File: src/rtl/cla_serial_adder.sv
// cla_serial_adder: multi-cycle WIDTH-bit adder, one 2-bit CLA slice per clock,
// LSB slice first, for the sum_board result display and LED logic.
//
// Ports:
//   clk, rst_n    clock (rising edge), asynchronous active-low reset
//   start         begin an add; only looked at while idle
//   a, b, c_in    operands and carry-in, captured when start is accepted
//   busy          high while slices are being processed
//   done          one-cycle pulse; sum/c_out/overflow are valid
//   sum           registered sum (cleared on accept, held after done)
//   c_out         registered carry-out
//   overflow      registered two's-complement overflow
//   g_all, p_all  word generate/propagate (only when CLA_GP_OUT_EN is defined)
//
// Optional feature macro: CLA_GP_OUT_EN adds the g_all/p_all outputs and their
// accumulators. Without it the block behaves identically minus those ports.

// One 2-bit carry-lookahead slice. c1 is the carry into the upper bit, which
// on the top slice is the carry into the sign bit and feeds the overflow test.
module cla2_slice (
  input  logic [1:0] a,
  input  logic [1:0] b,
  input  logic       ci,
  output logic [1:0] s,
  output logic       g,
  output logic       p,
  output logic       c1
);
  logic g0, p0, g1, p1;
  assign g0   = a[0] & b[0];
  assign p0   = a[0] ^ b[0];
  assign g1   = a[1] & b[1];
  assign p1   = a[1] ^ b[1];
  assign c1   = g0 | (p0 & ci);
  assign s    = {p1 ^ c1, p0 ^ ci};
  assign g    = g1 | (p1 & g0);
  assign p    = p1 & p0;
endmodule

module cla_serial_adder #(
  parameter int WIDTH = 8
) (
  input  logic             clk,
  input  logic             rst_n,
  input  logic             start,
  input  logic [WIDTH-1:0] a,
  input  logic [WIDTH-1:0] b,
  input  logic             c_in,
  output logic             busy,
  output logic             done,
  output logic [WIDTH-1:0] sum,
  output logic             c_out,
  output logic             overflow
`ifdef CLA_GP_OUT_EN
  ,
  output logic             g_all,
  output logic             p_all
`endif
);
  localparam int SLICES = WIDTH / 2;
  localparam int IW     = (SLICES > 1) ? $clog2(SLICES) : 1;

  typedef enum logic [1:0] {IDLE, RUN, DONE} state_t;

  state_t          state, state_nxt;
  logic [IW-1:0]   idx;
  logic [WIDTH-1:0] a_q, b_q, a_sh, b_sh;
  logic            carry;
  logic [1:0]      s;
  logic            g, p, c1, co, last;

  // Shift the captured operands so the active slice sits at bit 0.
  assign a_sh = a_q >> {idx, 1'b0};
  assign b_sh = b_q >> {idx, 1'b0};
  assign last = (idx == IW'(SLICES - 1));
  assign co   = g | (p & carry);

  cla2_slice u_slice (
    .a  (a_sh[1:0]),
    .b  (b_sh[1:0]),
    .ci (carry),
    .s  (s),
    .g  (g),
    .p  (p),
    .c1 (c1)
  );

  always_ff @(posedge clk or negedge rst_n) begin
    if (!rst_n) state <= IDLE;
    else        state <= state_nxt;
  end

  always_comb begin
    state_nxt = state;
    unique case (state)
      IDLE:    if (start) state_nxt = RUN;
      RUN:     if (last)  state_nxt = DONE;
      DONE:    state_nxt = IDLE;
      default: state_nxt = IDLE;
    endcase
  end

  assign busy = (state == RUN);
  assign done = (state == DONE);

`ifdef CLA_GP_OUT_EN
  logic gacc, pacc;
`endif

  always_ff @(posedge clk or negedge rst_n) begin
    if (!rst_n) begin
      idx      <= '0;
      carry    <= 1'b0;
      a_q      <= '0;
      b_q      <= '0;
      sum      <= '0;
      c_out    <= 1'b0;
      overflow <= 1'b0;
`ifdef CLA_GP_OUT_EN
      gacc     <= 1'b0;
      pacc     <= 1'b1;
      g_all    <= 1'b0;
      p_all    <= 1'b0;
`endif
    end else begin
      unique case (state)
        IDLE: if (start) begin
          a_q   <= a;
          b_q   <= b;
          carry <= c_in;
          idx   <= '0;
          sum   <= '0;
`ifdef CLA_GP_OUT_EN
          gacc  <= 1'b0;
          pacc  <= 1'b1;
`endif
        end
        RUN: begin
          carry                  <= co;
          sum[{idx, 1'b0} +: 2]  <= s;
          idx                    <= idx + 1'b1;
`ifdef CLA_GP_OUT_EN
          gacc <= g | (p & gacc);
          pacc <= pacc & p;
`endif
          if (last) begin
            c_out    <= co;
            // Carry out of the sign bit disagreeing with carry into it.
            overflow <= co ^ c1;
`ifdef CLA_GP_OUT_EN
            g_all    <= g | (p & gacc);
            p_all    <= pacc & p;
`endif
          end
        end
        default: ;
      endcase
    end
  end
endmodule
File: config.mk
export PLATFORM = sky130hd
export DESIGN_NAME = cla_serial_adder
export DESIGN_NICKNAME = d
export VERILOG_FILES = /design/src/rtl/cla_serial_adder.sv
export SDC_FILE = /design/constraint.sdc
export NUM_CORES = 1
export LEC_CHECK = 0
export BUFFER_PORTS_ARGS = -buffer_cell sky130_fd_sc_hd__buf_2
export CAP_MARGIN = 20
export CORE_MARGIN = 5
export CORE_UTILIZATION = 35
export CTS_BUF_LIST = sky130_fd_sc_hd__clkbuf_8
export DETAILED_ROUTE_END_ITERATION = 6
export PLACE_DENSITY = 0.62
export SLEW_MARGIN = 10
export SYNTH_ARGS = -nofsm -noshare
export SYNTH_HDL_FRONTEND = slang
export SYNTH_SLANG_ARGS = --single-unit
File: constraint.sdc
create_clock -name clk -period 2.1 [get_ports clk]
set_input_delay 0.21 -clock clk [delete_from_list [all_inputs] [get_ports clk]]
set_output_delay 0.21 -clock clk [all_outputs]
set_load 0.01 [all_outputs]
==> results.md <==
- Max-cap violations: 0
- Net Sw Power: between 1000 and 1500 µW
- Startpoint of the worst setup timing path: idx[0]
- Sequential share of power: around a third
- Top layer reached by signal wires: met4
- Final Util: a little over two fifths
- Placement-stage worst setup slack: -0.01286 ns
- Initial antenna violation count: 0
- Flop-to-flop setup slack: approximately 0.083 ns
- Async set or reset register ratio after synthesis: between 90% and 100%
- Fraction of layout instances using a drive strength above 1: between 40 and 50%
- Net switching fraction of the power: about two fifths
- Number of global-route vias before repair: between 1000 and 1500
- Overall fraction of global-route tracks in use: 11.37%
- End of the worst register-to-register path: carry
- Final setup viols: 0
- Synthesized instance count: roughly 120
- Routed via count: between 1000 and 1500
- CTS tree: built
- Count of flip-flops with a built-in enable after synthesis: 0
- Cell count of the worst reg-to-reg path: 5
- Number of top-level pins: 32
- Multi-input logic area: slightly below 700 µm²
- Average vias per placed instance: 5.019
- Met3 Wirelength: roughly 250 µm
- Worst hold-check path type: input pin to register
- Number of nets in the synthesized netlist: approximately 140
- Remaining max-slew budget at the tightest pin: between 50% and 60%
- Area contributors post-synth: sky130_fd_sc_hd__dfrtp_1 (51%), sky130_fd_sc_hd__mux2_2 (12%), sky130_fd_sc_hd__mux4_2 (5.9%)
- Area taken by flip-flops and latches: 777.0 µm²
- Final cell count without fillers: 210
- Result of the run: completed
- Worst setup EP type: register
- Maximum buffer depth of the clock tree: 2
- # placed instances: 201
- Most frequent cell after synthesis: sky130_fd_sc_hd__dfrtp_1
- Largest driver fanout on the critical path: 5
- Crit Path Category: register to register
- Synthesis-to-layout area growth: 21.49%
- Post-DP Area: 0.001739 mm²
- Number of violations reported at the end of detailed-routing iteration 0: 27
- Mapped cell area: roughly 0.0015 mm²
- Sequential fraction of the synthesis area: 50.86%
- Total Wirelength: 3114 µm
- Top FF cell, synth: sky130_fd_sc_hd__dfrtp_1
- Congestion Overflow GR: 0
- Maximum number of pins on one net before global-route repair: 32
- Top cell type by total area after synthesis: sky130_fd_sc_hd__dfrtp_1
- Inserted Diodes: 0
- Top cell types by occurrence after synthesis: sky130_fd_sc_hd__dfrtp_1 (31), sky130_fd_sc_hd__mux2_2 (16), sky130_fd_sc_hd__inv_1 (8)
- Clock period minus worst slack: just over 2 ns
- Achievable clock frequency: 495.9 MHz
- Cell-internal power: about 2000 µW
- Adder-cell share of the synthesized area: 6.235%
- Static leakage power: between 0.0008 and 0.0009 µW
- Compound-Gate Fraction of Synth Area: 9.926%
- Final-layout fill cell count: approximately 420
- Basic-gate share of the synthesized area counting and, or, nand and nor cells: 8.778%
- Antenna-violating nets left: 0
- Count of pins over their slew limit: 0
- Cell chosen for the clock root: sky130_fd_sc_hd__clkbuf_8
- Mux cell area share after synthesis: 17.72%
- H-Tree Depth: 2
- Core Region: roughly 0.0043 mm²
- Final setup slack of the worst path: approximately 0.083 ns
- Number of detailed-route iterations in the first pass: 4
- Power share of the clock group: between 10% and 20%
- Unrepaired setup endpoints after global routing: false
- Fin. Hold Viols: 0
- Pwr/cell area: 1760 mW/mm²
- Data required time of the worst path: between 2 and 2.5 ns
- Total Negative Setup Slacks: 0 ns
- Effective utilization at floorplan: 35.52%
- Worst vdd ir: 0.6405 mV
- Chip height: 76.02 µm
- Startpoint of the worst register-to-register path: idx[0]
- Number of clock sinks: 31
- Combinational Power Share: 51.4%
- Final Cell Area: roughly 0.0019 mm²
- Count of buffers added by post-CTS timing repair for setup: 0
- Synthesized-area fraction occupied by xor and xnor cells: between 1 and 1.5%
- Worst path arrival time: between 2 and 2.5 ns
- Number of storage elements in the synthesis netlist: 31
- Drt drc: 0
- Worst Tran Pin Value: between 0.6 and 0.7 ns
- Worst setup path end: carry
- HPWL reported at the end of detailed placement: 2313 µm
- Clock transition time at the flip-flop clock pins of the worst setup and hold paths: 0.06 ns
- Kind of start point of the critical path: register
- Die area: slightly below 0.006 mm²
- Inserted Clock Buffers: 5
- Nets@finish: about 180
- Total length of routed met2 wires: around 1400 µm
- Main combinational cell family by area after synthesis: multiplexers
- Wire length on met1: between 1000 and 1500 µm
- GP Congestion: ~0.8
- Syn. warnings: 0
- Proportion of netlist area held by the largest area contributor: between 50% and 60%
- Count of different cell masters after synthesis: 33
- Routed wirelength normalized by instance count: ~15 µm
- Setup skew after layout: between 0.008 and 0.009 ns
- Count of port buffers added during placement: 31
- Number of standard-cell rows in the floorplan: 24
- First-pass GRT wire length: 5244 µm
- Period Utilization, post-route: between 90% and 100%
- Horizontal extent of the die: approximately 76 µm
- Average cell area after synthesis: about 13 µm²
- Worst-skew pair later-pin latency: between 0.2 and 0.3 ns
## kinds of logic after synthesis
group / after synthesis
buffers and inverters: 13
and+or+nand+nor: 23
adders and majority gates: 7
AOI/OAI and AO/OA: 21
xor gates and xnor gates: 2
DFF: 31
muxes: 20
## final cells by class
type | instances | area share (%)
sequential | 31 | 41.93
multi-input combinational | 73 | 36.39
timing repair buffer | 37 | 10.94
clock buffer | 7 | 5.199
tap | 52 | 3.511
inverter | 9 | 1.823
clock inverter | 1 | 0.2026
## cells in the final DEF, fill, tap and decap left out, types with 3 or more instances in the layout
master,count
sky130_fd_sc_hd__a21oi_1,4
sky130_fd_sc_hd__a32o_1,4
sky130_fd_sc_hd__buf_2,31
sky130_fd_sc_hd__buf_4,5
sky130_fd_sc_hd__clkbuf_8,7
sky130_fd_sc_hd__dfrtp_1,30
sky130_fd_sc_hd__ha_1,6
sky130_fd_sc_hd__inv_1,9
sky130_fd_sc_hd__mux2_2,16
sky130_fd_sc_hd__mux4_2,4
sky130_fd_sc_hd__nand2_1,4
sky130_fd_sc_hd__nand4_1,3
sky130_fd_sc_hd__nor2_1,3
sky130_fd_sc_hd__o22ai_1,4
## power groups by stage
| stage | registers (µW) | logic, µW | clock network [µW] |
|---|---|---|---|
| finish | 1070 | 1680 | 515 |
| global route | 1120 | 1850 | 553 |
| CTS | 1080 | 1680 | 536 |
| detailed placement | 1090 | 1670 | 0 |
| global placement | 1080 | 1610 | 0 |
| floorplan | 1030 | 1240 | 0 |
## flip-flops by register name (all words and copies together) (netlist names)
register / cells
a_q: 8
b_q: 8
sum: 8
idx: 2
state: 2
c_out: 1
carry: 1
overflow: 1
## repair_timing
item,in CTS,in global routing
resized for setup,1,1
pin swaps,0,1
hold buffers,1,0
setup endpoints to repair,3,3
gates cloned,0,0
hold endpoints to repair,31,0
## metal layers
| metal | track usage [%] | vias up |
|---|---|---|
| met3 | 5.674 | 4 |
| met1 | 14.79 | 505 |
| li1 | - | 505 |
| met2 | 16.52 | 40 |
| met5 | 0 | - |
| met4 | 3.381 | 0 |
## critical path, stage by stage, from the launching register on
cell	delay, ns
sky130_fd_sc_hd__dfrtp_2	0.44
sky130_fd_sc_hd__mux4_2	0.52
sky130_fd_sc_hd__ha_1	0.37
sky130_fd_sc_hd__a21oi_2	0.24
sky130_fd_sc_hd__a21oi_1	0.10
sky130_fd_sc_hd__a211o_1	0.24
## stage by stage
step | power, µW | hold WS (ns)
final | 3261 | 0.1526
after floorplan | 2272 | -0.08559
after global routing | 3524 | 0.1368
after CTS | 3292 | 0.1392
after detailed placement | 2755 | 0.2936
after global placement | 2700 | 0.2763
## how the worst min path moves through the flow
stage | depth (start not counted) | slack (ns) | endpoint | from
floorplan | 0 | -0.09 | a_q[0] | rst_n
global placement | 1 | 0.28 | sum[2] | rst_n
detailed placement | 1 | 0.29 | sum[2] | rst_n
CTS | 2 | 0.14 | b_q[3] | b[3]
global route | 2 | 0.14 | b_q[3] | b[3]
finish | 2 | 0.15 | b_q[3] | b[3]
Power figures use the tool's default switching activity.
